### src/rtl/mips_pkg.sv
// mips_pkg: definitions shared by the fetch scheduler and its hazard scoreboard.
//   - opcode constants for the three decoded instruction classes
//   - bit positions of the opcode and register fields
//   - FSM state type for the scheduler
//   - decode helper that returns the registers read/written by one word
package mips_pkg;

    localparam logic [5:0] OP_RTYPE = 6'b000111;
    localparam logic [5:0] OP_LOAD  = 6'b001000;
    localparam logic [5:0] OP_STORE = 6'b001001;

    localparam int unsigned OP_MSB  = 31;
    localparam int unsigned OP_LSB  = 26;
    localparam int unsigned RS_MSB  = 25;
    localparam int unsigned RS_LSB  = 21;
    localparam int unsigned RT_MSB  = 20;
    localparam int unsigned RT_LSB  = 16;
    localparam int unsigned RD_MSB  = 15;
    localparam int unsigned RD_LSB  = 11;
    // Lowest instruction bit that decode looks at.
    localparam int unsigned DEC_LSB = RD_LSB;

    localparam int unsigned NUM_REGS = 32;
    localparam int unsigned REG_IDX_W = 5;

    typedef enum logic [2:0] {
        ST_IDLE,
        ST_PRIME,
        ST_RUN,
        ST_DRAIN,
        ST_DONE
    } fsm_state_e;

    typedef struct packed {
        logic                 rs_rd;   // rs is a source operand
        logic                 rt_rd;   // rt is a source operand
        logic                 wr;      // instruction writes wreg
        logic [REG_IDX_W-1:0] rs;
        logic [REG_IDX_W-1:0] rt;
        logic [REG_IDX_W-1:0] wreg;
    } decode_t;

    // Takes only the bits that carry opcode and register fields.
    function automatic decode_t decode(input logic [31:DEC_LSB] w);
        decode_t d;
        d      = '0;
        d.rs   = w[RS_MSB:RS_LSB];
        d.rt   = w[RT_MSB:RT_LSB];
        case (w[OP_MSB:OP_LSB])
            OP_RTYPE: begin
                d.rs_rd = 1'b1;
                d.rt_rd = 1'b1;
                d.wr    = 1'b1;
                d.wreg  = w[RD_MSB:RD_LSB];
            end
            OP_LOAD: begin
                d.rs_rd = 1'b1;
                d.wr    = 1'b1;
                d.wreg  = w[RT_MSB:RT_LSB];
            end
            OP_STORE: begin
                d.rs_rd = 1'b1;
                d.rt_rd = 1'b1;
            end
            default: ;
        endcase
        return d;
    endfunction

endpackage

### src/rtl/hazard_scoreboard.sv
// hazard_scoreboard: per-register down-counters guarding read-after-write.
// A counter is loaded with HAZARD_CYCLES when a writer of that register
// issues and otherwise counts down to 0; a non-zero counter blocks readers.
// All 32 registers are tracked, r0 included.
// Ports:
//   clk, rst_n         clock, asynchronous active-low reset
//   wr_en, wr_reg      write port: writer issuing this cycle
//   rd0_en, rd0_reg    read-check port 0 (rs)
//   rd1_en, rd1_reg    read-check port 1 (rt)
//   rd0_busy, rd1_busy read-check result: register still in flight
//   all_clear          every counter is 0
module hazard_scoreboard
    import mips_pkg::*;
#(
    parameter int unsigned HAZARD_CYCLES = 3
) (
    input  logic                 clk,
    input  logic                 rst_n,
    input  logic                 wr_en,
    input  logic [REG_IDX_W-1:0] wr_reg,
    input  logic                 rd0_en,
    input  logic [REG_IDX_W-1:0] rd0_reg,
    input  logic                 rd1_en,
    input  logic [REG_IDX_W-1:0] rd1_reg,
    output logic                 rd0_busy,
    output logic                 rd1_busy,
    output logic                 all_clear
);

    localparam int unsigned CW = (HAZARD_CYCLES > 0) ? $clog2(HAZARD_CYCLES + 1) : 1;
    localparam logic [CW-1:0] LOAD_VAL = CW'(HAZARD_CYCLES);

    logic [NUM_REGS-1:0][CW-1:0] cnt_q, cnt_d;

    // Reload wins over the decrement of the same counter.
    always_comb begin
        cnt_d = cnt_q;
        for (int unsigned i = 0; i < NUM_REGS; i++) begin
            if (wr_en && (wr_reg == REG_IDX_W'(i))) begin
                cnt_d[i] = LOAD_VAL;
            end else if (cnt_q[i] != '0) begin
                cnt_d[i] = cnt_q[i] - CW'(1);
            end
        end
    end

    always_ff @(posedge clk or negedge rst_n) begin
        if (!rst_n) begin
            cnt_q <= '0;
        end else begin
            cnt_q <= cnt_d;
        end
    end

    assign rd0_busy  = rd0_en && (cnt_q[rd0_reg] != '0);
    assign rd1_busy  = rd1_en && (cnt_q[rd1_reg] != '0);
    assign all_clear = (cnt_q == '0);

endmodule

### src/rtl/fetch_scheduler.sv
// fetch_scheduler: fetches a program from a synchronous-read instruction
// memory and issues it in order, inserting bubbles while a source register
// is still within HAZARD_CYCLES of its last issued writer.
// Ports:
//   clk, rst_n     clock (rising edge), asynchronous active-low reset
//   start          one-cycle pulse starting a run (ignored unless idle)
//   prog_len       instruction count, sampled on an accepted start
//   imem_addr      word address to instruction memory
//   imem_data      memory word, valid one cycle after its address
//   issue_ready    downstream accepts an instruction this cycle
//   instr_out      issued instruction (0 when nothing issues)
//   instr_valid    instr_out issues this cycle
//   stall          held word blocked by the scoreboard
//   busy           run in progress
//   done           one-cycle end-of-run pulse
//   stall_count    (FETCH_SCHED_STATS_EN only) saturating stall-cycle count,
//                  cleared on accepted start and on reset
// Build option: define FETCH_SCHED_STATS_EN to add stall_count.
module fetch_scheduler
    import mips_pkg::*;
#(
    parameter int unsigned ADDR_WIDTH    = 10,
    parameter int unsigned DATA_WIDTH    = 32,
    parameter int unsigned HAZARD_CYCLES = 3
) (
    input  logic                  clk,
    input  logic                  rst_n,
    input  logic                  start,
    input  logic [ADDR_WIDTH-1:0] prog_len,
    output logic [ADDR_WIDTH-1:0] imem_addr,
    input  logic [DATA_WIDTH-1:0] imem_data,
    input  logic                  issue_ready,
    output logic [DATA_WIDTH-1:0] instr_out,
    output logic                  instr_valid,
    output logic                  stall,
    output logic                  busy,
    output logic                  done
`ifdef FETCH_SCHED_STATS_EN
    ,
    output logic [15:0]           stall_count
`endif
);

    fsm_state_e            state_q, state_d;
    logic [ADDR_WIDTH-1:0] pc_q, pc_d;
    logic [ADDR_WIDTH-1:0] len_q, len_d;
    logic [ADDR_WIDTH-1:0] last_pc;

    decode_t dec;
    logic    rd0_busy, rd1_busy, all_clear, hazard;

    // The memory output is the held word: keeping imem_addr at the PC
    // re-reads the same word, so no separate holding register is needed.
    assign dec     = decode(imem_data[31:DEC_LSB]);
    assign hazard  = rd0_busy || rd1_busy;
    assign last_pc = len_q - ADDR_WIDTH'(1);

    hazard_scoreboard #(
        .HAZARD_CYCLES(HAZARD_CYCLES)
    ) u_scoreboard (
        .clk      (clk),
        .rst_n    (rst_n),
        .wr_en    (instr_valid && dec.wr),
        .wr_reg   (dec.wreg),
        .rd0_en   (dec.rs_rd),
        .rd0_reg  (dec.rs),
        .rd1_en   (dec.rt_rd),
        .rd1_reg  (dec.rt),
        .rd0_busy (rd0_busy),
        .rd1_busy (rd1_busy),
        .all_clear(all_clear)
    );

    always_ff @(posedge clk or negedge rst_n) begin
        if (!rst_n) begin
            state_q <= ST_IDLE;
            pc_q    <= '0;
            len_q   <= '0;
        end else begin
            state_q <= state_d;
            pc_q    <= pc_d;
            len_q   <= len_d;
        end
    end

    always_comb begin
        state_d     = state_q;
        pc_d        = pc_q;
        len_d       = len_q;
        imem_addr   = pc_q;
        instr_valid = 1'b0;
        stall       = 1'b0;
        busy        = 1'b0;
        done        = 1'b0;
        unique case (state_q)
            ST_IDLE: begin
                if (start) begin
                    len_d   = prog_len;
                    pc_d    = '0;
                    state_d = (prog_len == '0) ? ST_DONE : ST_PRIME;
                end
            end
            ST_PRIME: begin
                // pc_q is 0 here, so word 0 is presented to memory.
                busy    = 1'b1;
                state_d = ST_RUN;
            end
            ST_RUN: begin
                busy        = 1'b1;
                stall       = hazard;
                instr_valid = !hazard && issue_ready;
                if (instr_valid) begin
                    if (pc_q == last_pc) begin
                        state_d = ST_DRAIN;
                    end else begin
                        // Prefetch the next word so it is held next cycle.
                        pc_d      = pc_q + ADDR_WIDTH'(1);
                        imem_addr = pc_q + ADDR_WIDTH'(1);
                    end
                end
            end
            ST_DRAIN: begin
                busy = 1'b1;
                if (all_clear) begin
                    state_d = ST_DONE;
                end
            end
            ST_DONE: begin
                done    = 1'b1;
                state_d = ST_IDLE;
            end
            default: begin
                state_d = ST_IDLE;
            end
        endcase
    end

    assign instr_out = instr_valid ? imem_data : '0;

`ifdef FETCH_SCHED_STATS_EN
    logic [15:0] stall_cnt_q, stall_cnt_d;

    always_comb begin
        stall_cnt_d = stall_cnt_q;
        if ((state_q == ST_IDLE) && start) begin
            stall_cnt_d = '0;
        end else if (stall && (stall_cnt_q != '1)) begin
            stall_cnt_d = stall_cnt_q + 16'd1;
        end
    end

    always_ff @(posedge clk or negedge rst_n) begin
        if (!rst_n) begin
            stall_cnt_q <= '0;
        end else begin
            stall_cnt_q <= stall_cnt_d;
        end
    end

    assign stall_count = stall_cnt_q;
`endif

endmodule

### config.mk
export PLATFORM = sky130hd
export DESIGN_NAME = fetch_scheduler
export DESIGN_NICKNAME = d
export VERILOG_FILES = /design/src/rtl/mips_pkg.sv /design/src/rtl/hazard_scoreboard.sv /design/src/rtl/fetch_scheduler.sv
export SDC_FILE = /design/constraint.sdc
export NUM_CORES = 1
export LEC_CHECK = 0
export ABC_AREA = 1
export CORE_ASPECT_RATIO = 0.5
export CORE_MARGIN = 3
export CORE_UTILIZATION = 25
export CTS_BUF_LIST = sky130_fd_sc_hd__clkbuf_16
export CTS_CLUSTER_DIAMETER = 50
export CTS_CLUSTER_SIZE = 30
export DETAILED_ROUTE_END_ITERATION = 7
export GPL_TIMING_DRIVEN = 0
export PLACE_DENSITY = 0.57
export REMOVE_ABC_BUFFERS = 1
export SLEW_MARGIN = 10
export SYNTH_ARGS = -nofsm -noshare
export SYNTH_HDL_FRONTEND = slang
export SYNTH_HIERARCHICAL = 1
export SYNTH_SLANG_ARGS = --single-unit
### constraint.sdc
create_clock -name clk -period 2.6 [get_ports clk]
set_input_delay 0.39 -clock clk [delete_from_list [all_inputs] [get_ports clk]]
set_output_delay 0.39 -clock clk [all_outputs]
set_load 0.005 [all_outputs]
* Yosys cells after proc, flatten, opt, wreduce, memory -nomap -nowiden
Cells that the tools add are included.
** Operators by class
- Add/subtract/negate cells :: 34
- Reduce and logical (&&, ||, !) cells :: 116
- Eq/ne operators :: 43
- Multiplexer cells :: 88
- $lt $le $gt $ge :: 2
** Operator list (number)
- $reduce_bool 2->1 :: 67
- $mux 2 :: 66
- $eq 5x5->1 const B :: 16
- $logic_not 64->1 :: 1
- $sub 2x1->2 const B :: 32
- $eq 5x4->1 const B :: 8
- $mux 10 :: 4
- $logic_and 1x1->1 :: 36
- $mux 32 :: 1
- $bmux 2 s5 :: 2
- $eq 5x3->1 const B :: 4
- $pmux 10 s2 :: 1
- $mux 3 :: 5
- $eq 6x4->1 const B :: 2
- $lt 5x6->1 const B :: 2
- $pmux 3 s4 :: 1
- $add 10x1->10 const B :: 1
- $eq 10x10->1 :: 1
- $eq 5x2->1 const B :: 2
- $logic_not 10->1 :: 1
- $pmux 5 s2 :: 1
- $sub 10x1->10 const B :: 1
- $ne 2x2->1 const B :: 4
- $mux 1 :: 7
- other kinds (13) :: 17
** Word-level totals
- Register bits :: 87
- Logic and storage cells :: 318

* Longest topological paths before layout
- Depth after elaboration :: 11
- Gate-level depth with buffers :: 20

* Hierarchy
Netlist, hierarchy kept.
** Modules (own cells, without submodules)
- hazard_scoreboard :: seq. area each 1601.5 µm², area each 4063.9 µm², cells each 520, times used 1
- fetch_scheduler :: seq. area each 575.6 µm², area each 2089.5 µm², cells each 357, times used 1

* Least setup slack after synthesis
No wires, ideal clock.
- Kind :: input-to-reg
- Start point :: input port imem_data[21]
- End point :: register u_scoreboard/cnt_q[11] (netlist bit)
- Arrival :: 2.410 ns
- Stages on the path :: 18
- Setup time :: 0.087 ns
- Buffers on the path :: 2
- Slack :: 0.104 ns
- Cell sequence :: buf_2 nand3_1 nand2_1 nand2_1 nand3_1 nand3_1 a21oi_1 nor2_1 inv_1 nand3_1 nor2_1 inv_2 a21oi_1 inv_1 nor2_1 buf_2 nand2_1 o211ai_1
** Between the ends
- Longest elaborated chain between the ends :: 11
** RTL lines
- from (decl) :: RTL line fetch_scheduler.sv:31 : input logic [DATA_WIDTH-1:0] imem_data,
- $bmux 2 s5 (*) :: RTL line hazard_scoreboard.sv:55 : assign rd0_busy = rd0_en && (cnt_q[rd0_reg] != '0);
- $mux 2 (implied by the code) (*) :: RTL line hazard_scoreboard.sv:55
- $reduce_bool 2->1 (*) :: RTL line hazard_scoreboard.sv:55
- $logic_and 1x1->1 (*) :: RTL line hazard_scoreboard.sv:55
- net rd0_busy :: RTL line fetch_scheduler.sv:50 : logic rd0_busy, rd1_busy, all_clear, hazard;
- $logic_or 1x1->1 (*) :: RTL line fetch_scheduler.sv:55 : assign hazard = rd0_busy || rd1_busy;
- $logic_not 1->1 (*) :: RTL line fetch_scheduler.sv:111 : instr_valid = !hazard && issue_ready;
- $logic_and 1x1->1 (*) :: RTL line fetch_scheduler.sv:111
- $mux 1 (*) :: RTL line fetch_scheduler.sv:95 : unique case (state_q)
- net instr_valid :: RTL line fetch_scheduler.sv:34 : output logic instr_valid,
- $logic_and 1x1->1 (*) :: RTL line fetch_scheduler.sv:63 : .wr_en (instr_valid && dec.wr),
- $logic_and 1x1->1 (*) :: RTL line hazard_scoreboard.sv:39 : if (wr_en && (wr_reg == REG_IDX_W'(i))) begin
- $mux 2 / $reduce_bool 2->1 (equally long branches)
- to (signal assigned) :: RTL line hazard_scoreboard.sv:51 : cnt_q <= cnt_d;
- to (decl) :: RTL line hazard_scoreboard.sv:33 : logic [NUM_REGS-1:0][CW-1:0] cnt_q, cnt_d;
The timed path passes the listed nets; every way through them passes the cells marked *. The select of a mux whose other input is x is not followed.
A chain may end at the register's enable or synchronous reset.

* Worst setup path in the final report
- Start point :: register u_scoreboard/cnt_q[42] (netlist bit)
- End point :: output port imem_addr[7]
** Between the ends
- Longest elaborated chain between the ends :: 9
** RTL lines
- $bmux 2 s5 :: RTL line hazard_scoreboard.sv:55
- $mux 2 (implied by the code) :: RTL line hazard_scoreboard.sv:55
- $reduce_bool 2->1 :: RTL line hazard_scoreboard.sv:55
- $logic_and 1x1->1 :: RTL line hazard_scoreboard.sv:55
- net rd0_busy :: RTL line fetch_scheduler.sv:50
- $logic_or 1x1->1 :: RTL line fetch_scheduler.sv:55
- $logic_not 1->1 :: RTL line fetch_scheduler.sv:111
- $logic_and 1x1->1 :: RTL line fetch_scheduler.sv:111
- $mux 10 :: RTL line fetch_scheduler.sv:112 : if (instr_valid) begin
- $mux 10 :: RTL line fetch_scheduler.sv:95
- to (decl) :: RTL line fetch_scheduler.sv:30 : output logic [ADDR_WIDTH-1:0] imem_addr,
The timed path passes the listed nets, and every way through them passes these cells. The select of a mux whose other input is x is not followed.

==> results by group <==
Final layout
  – Fill count: about 2500
  – # nets final: between 1000 and 1500
  – Finished Layout Cells: roughly 1300
  – Layout cells sized above 1: around 28%
  – Layout area overhead: 42.84%
  – Final instance area: 8790 sq um
  – Number of inserted diodes: 0

Power
  – Sw frac: about 44%
  – Max IR drop VDD: 0.4412 mV
  – PD cells: 977.0 nW/um^2
  – NetSw: 3783 uW
  – Clock share of power: between 15 and 20%
  – Fraction of power consumed by sequential logic: 29.9%
  – Internal: 4804 uW
  – P_leak: 0.004652 uW
  – Combinational Power Share: 53.0%
  – Tot Pwr: 8588 uW

Hold path
  – Hold WC Path Type: input pin to asynchronous set/reset pin

Logic synthesis
  – Cell taking the most area after synthesis: dfrtp_1
  – Synthesized area per cell: approximately 7.0 sq um
  – FF+latch count, synth: 87
  – Yosys warns: 6
  – Synth top area share: a little over a third
  – Sequential area share after synthesis: 35.38%
  – Cell area after synthesis: 6153 sq um
  – Count of cell types in the netlist: 33
  – Mapped Cells: approximately 880
  – Top area cells in the synthesized netlist: dfrtp_1 35%, nand2_1 13%, inv_1 8.9%, nand3_1 7.6%, ha_1 6.9%

STA
  – Endpoints failing setup: between 100 and 150
  – Final Hold Vio Count: 0
  – RSZ-0062 raised after global routing: yes
  – Final clock skew: roughly 0.011 ns
  – Slack of the critical path: -0.4784 ns
  – Min Clock Period, post-route: 3.078 ns
  – Min Hold Slack: about 0.058 ns
  – Final period util: 118.4%
  – Max Freq: around 320 MHz
  – Pins over their slew limit: 0
  – Relative slew slack: a little over half
  – Slew @ Worst Pin: ~0.69 ns

Placement
  – Worst slack, placed: -2.233 ns
  – Dpl hpwl: around 14000 microns
  – Placer Congestion: about 0.86
  – Placed instance area: 7412 sq um
  – Dpl cells: around 1300
  – Port buffer count: between 90 and 100

Floorplan
  – Row cnt: 39
  – Die width: between 200 and 250 microns
  – Core area: 23470 sq um
  – Chip Height: 116.9 microns
  – Ports: 92
  – Die area: 26650 sq um
  – Initial core utilization: between 20% and 30%

CTS
  – Worst-Skew Late Latency: about 0.36 ns
  – Clock Path Buffers: 2
  – Clk root buf: clkbuf_16
  – Htree depth: 3
  – TritonCTS clock tree: yes
  – Hold_buf cts: 0
  – CTS Sinks: 87
  – Clock Pin Slew Worst Setup and Hold Paths: around 0.070 ns
  – Num CTS Buffers: 9

Setup path
  – Worst EP arrival: 2.69 ns
  – Register-to-Register Path Depth: 19
  – CP most frequent cell: nand3_1
  – Largest delay share family, worst path: simple AND/OR/NAND/NOR gates
  – Reg2reg start: u_scoreboard/cnt_q[42]
  – Worst Setup Start Kind: flop
  – Worst Path Buf+Inv: 3
  – R2R setup slack: -0.26 ns
  – Crit Path Category: flop to output pin
  – Critical path's largest stage delay: about 0.42 ns
  – Crit-path cells: o21ai_1, nand3_1, nand3_1, nand3_1, a21oi_2, nor2_2, inv_2, nand3_4, nor2_4, nand3_4, nor3_4, buf_4, nand2_1, nand2_1, nand3_2, o21ai_1, buf_2
  – CP max-delay cell: dfrtp_1
  – Crit-path max FO: 4
  – Data required, critical path: 2.21 ns
  – R2R Path End: u_scoreboard/cnt_q[1]
  – Crit. End Element: output pin

Drt
  – Detailed Routing Iterations Pass 1: 5
  – Routed WL: between 20000 and 25000 microns
  – Avg WL per Cell: ~15 microns
  – Initial DRC Count: between 400 and 500
  – Routed Antenna Nets: 0
  – DRC: 0
  – Vias per cell: between 4 and 5
  – Via count: between 6000 and 7000

Flow run
  – Max-Cap Viols: 0

Global route
  – Largest net degree at the start of global routing: 46
  – Gr ovfl total: 0
  – Initial antenna violation count: 0
  – First-pass GRT wire length: 32130 microns
  – Vias in the first global route: around 6300
  – All-Layer GR Usage: between 10% and 20%

Run status
  – Outcome: finished, violations left
  – Failing checks: setup timing
==> area by class of cell <==
cell class              count  area (sq um)  area share [%]
multi-input cells         619          4015           45.68
flip-flops and latches     87          2177           24.77
repair buffers            138          1205           13.71
inverters                 157         615.6           7.004
well taps                 328         410.4           4.669
clock buffers               9         225.2           2.562
clock inverters             7         105.1           1.196
repair inverters            2         36.28          0.4128
==> kinds of logic after synthesis <==
kind of cell	synth area share, %
flip-flops	35.38
buffers and inverters	11.04
AO/OA/AOI/OAI	11.18
adder cells (fa/ha/maj)	6.913
XOR/XNOR	5.124
AND/OR/NAND/NOR	30.36
==> worst register-to-register path: cells and delay by family, from the launching register on <==
family          cells  cell delay, ns
compound gates      4            0.58
simple gates        8            0.93
flops               1            0.42
buf+inv             7            0.84
==> power groups by stage <==
stage / logic (uW) / registers [uW] / clock network [uW]
final: 4550 / 2570 / 1470
after global routing: 5170 / 2650 / 1560
after CTS: 4190 / 2530 / 1510
after detailed placement: 3780 / 2560 / 0
after global placement: 3610 / 2530 / 0
after floorplan: 2720 / 2420 / 0
==> metal layers <==
metal  routed length [microns]  GRT usage (%)  vias to the layer above
li1                          -              -                     3100
met1                      8868          18.43                     3060
met2                     10210          27.54                      163
met3                       872          2.466                       38
met4                       533          4.324                        0
met5                         0              0                        -
==> worst max-delay path by stage <==
stage | start | endpoint | cells past startpoint
after detailed placement | imem_data[22] | u_scoreboard/cnt_q[19] | 19
after CTS | u_scoreboard/cnt_q[2] | imem_addr[7] | 21
after floorplan | u_scoreboard/cnt_q[61] | u_scoreboard/cnt_q[1] | 17
after global placement | imem_data[22] | u_scoreboard/cnt_q[7] | 19
after global routing | u_scoreboard/cnt_q[41] | imem_addr[8] | 17
final | u_scoreboard/cnt_q[42] | imem_addr[7] | 17
==> flip-flops by register name (all words and copies together) (netlist names) <==
name / flops
state_q: 3
u_scoreboard/cnt_q: 64
pc_q: 10
len_q: 10
==> synthesized netlist by cell type (all sizes together) <==
master / n
and2: 3
inv: 157
o211ai: 33
nor4: 3
xor2: 33
buf: 10
dfrtp: 87
nand4: 13
or2: 1
nor3: 8
nand2: 224
nand3: 95
xnor2: 3
o21bai: 1
o22ai: 5
ha: 34
o21ai: 70
a21oi: 7
clkbuf: 5
nor2: 85
==> through the flow <==
stage | util (%) | TNS (ns)
floorplan | - | -3.544
global placement | 31.46 | -436.85
detailed placement | 31.58 | -231.51
CTS | 34.71 | -16.07
global route | 37.45 | -46.62
finish | 37.45 | -28.10
==> repair_timing <==
action / CTS / global route
endpoints found under the hold margin: 0 / 0
setup buffers: 32 / 13
pin swaps: 24 / 57
cloned: 3 / 2
gates resized for setup: 297 / 160
setup endpoints to repair: 121 / 107
==> placed cells by master, fill, tap and decap left out, types with 32 or more instances in the layout <==
| master | count |
|---|---|
| nand2_4 | 32 |
| clkdlybuf4s50_1 | 35 |
| o21ai_1 | 38 |
| nand3_1 | 80 |
| o211ai_1 | 32 |
| nand2_1 | 156 |
| nand2_2 | 36 |
| xor2_1 | 33 |
| ha_1 | 33 |
| buf_2 | 39 |
| buf_4 | 35 |
| inv_1 | 134 |
| dfrtp_1 | 87 |
| nor2_1 | 39 |
Power figures use the tool's default switching activity.
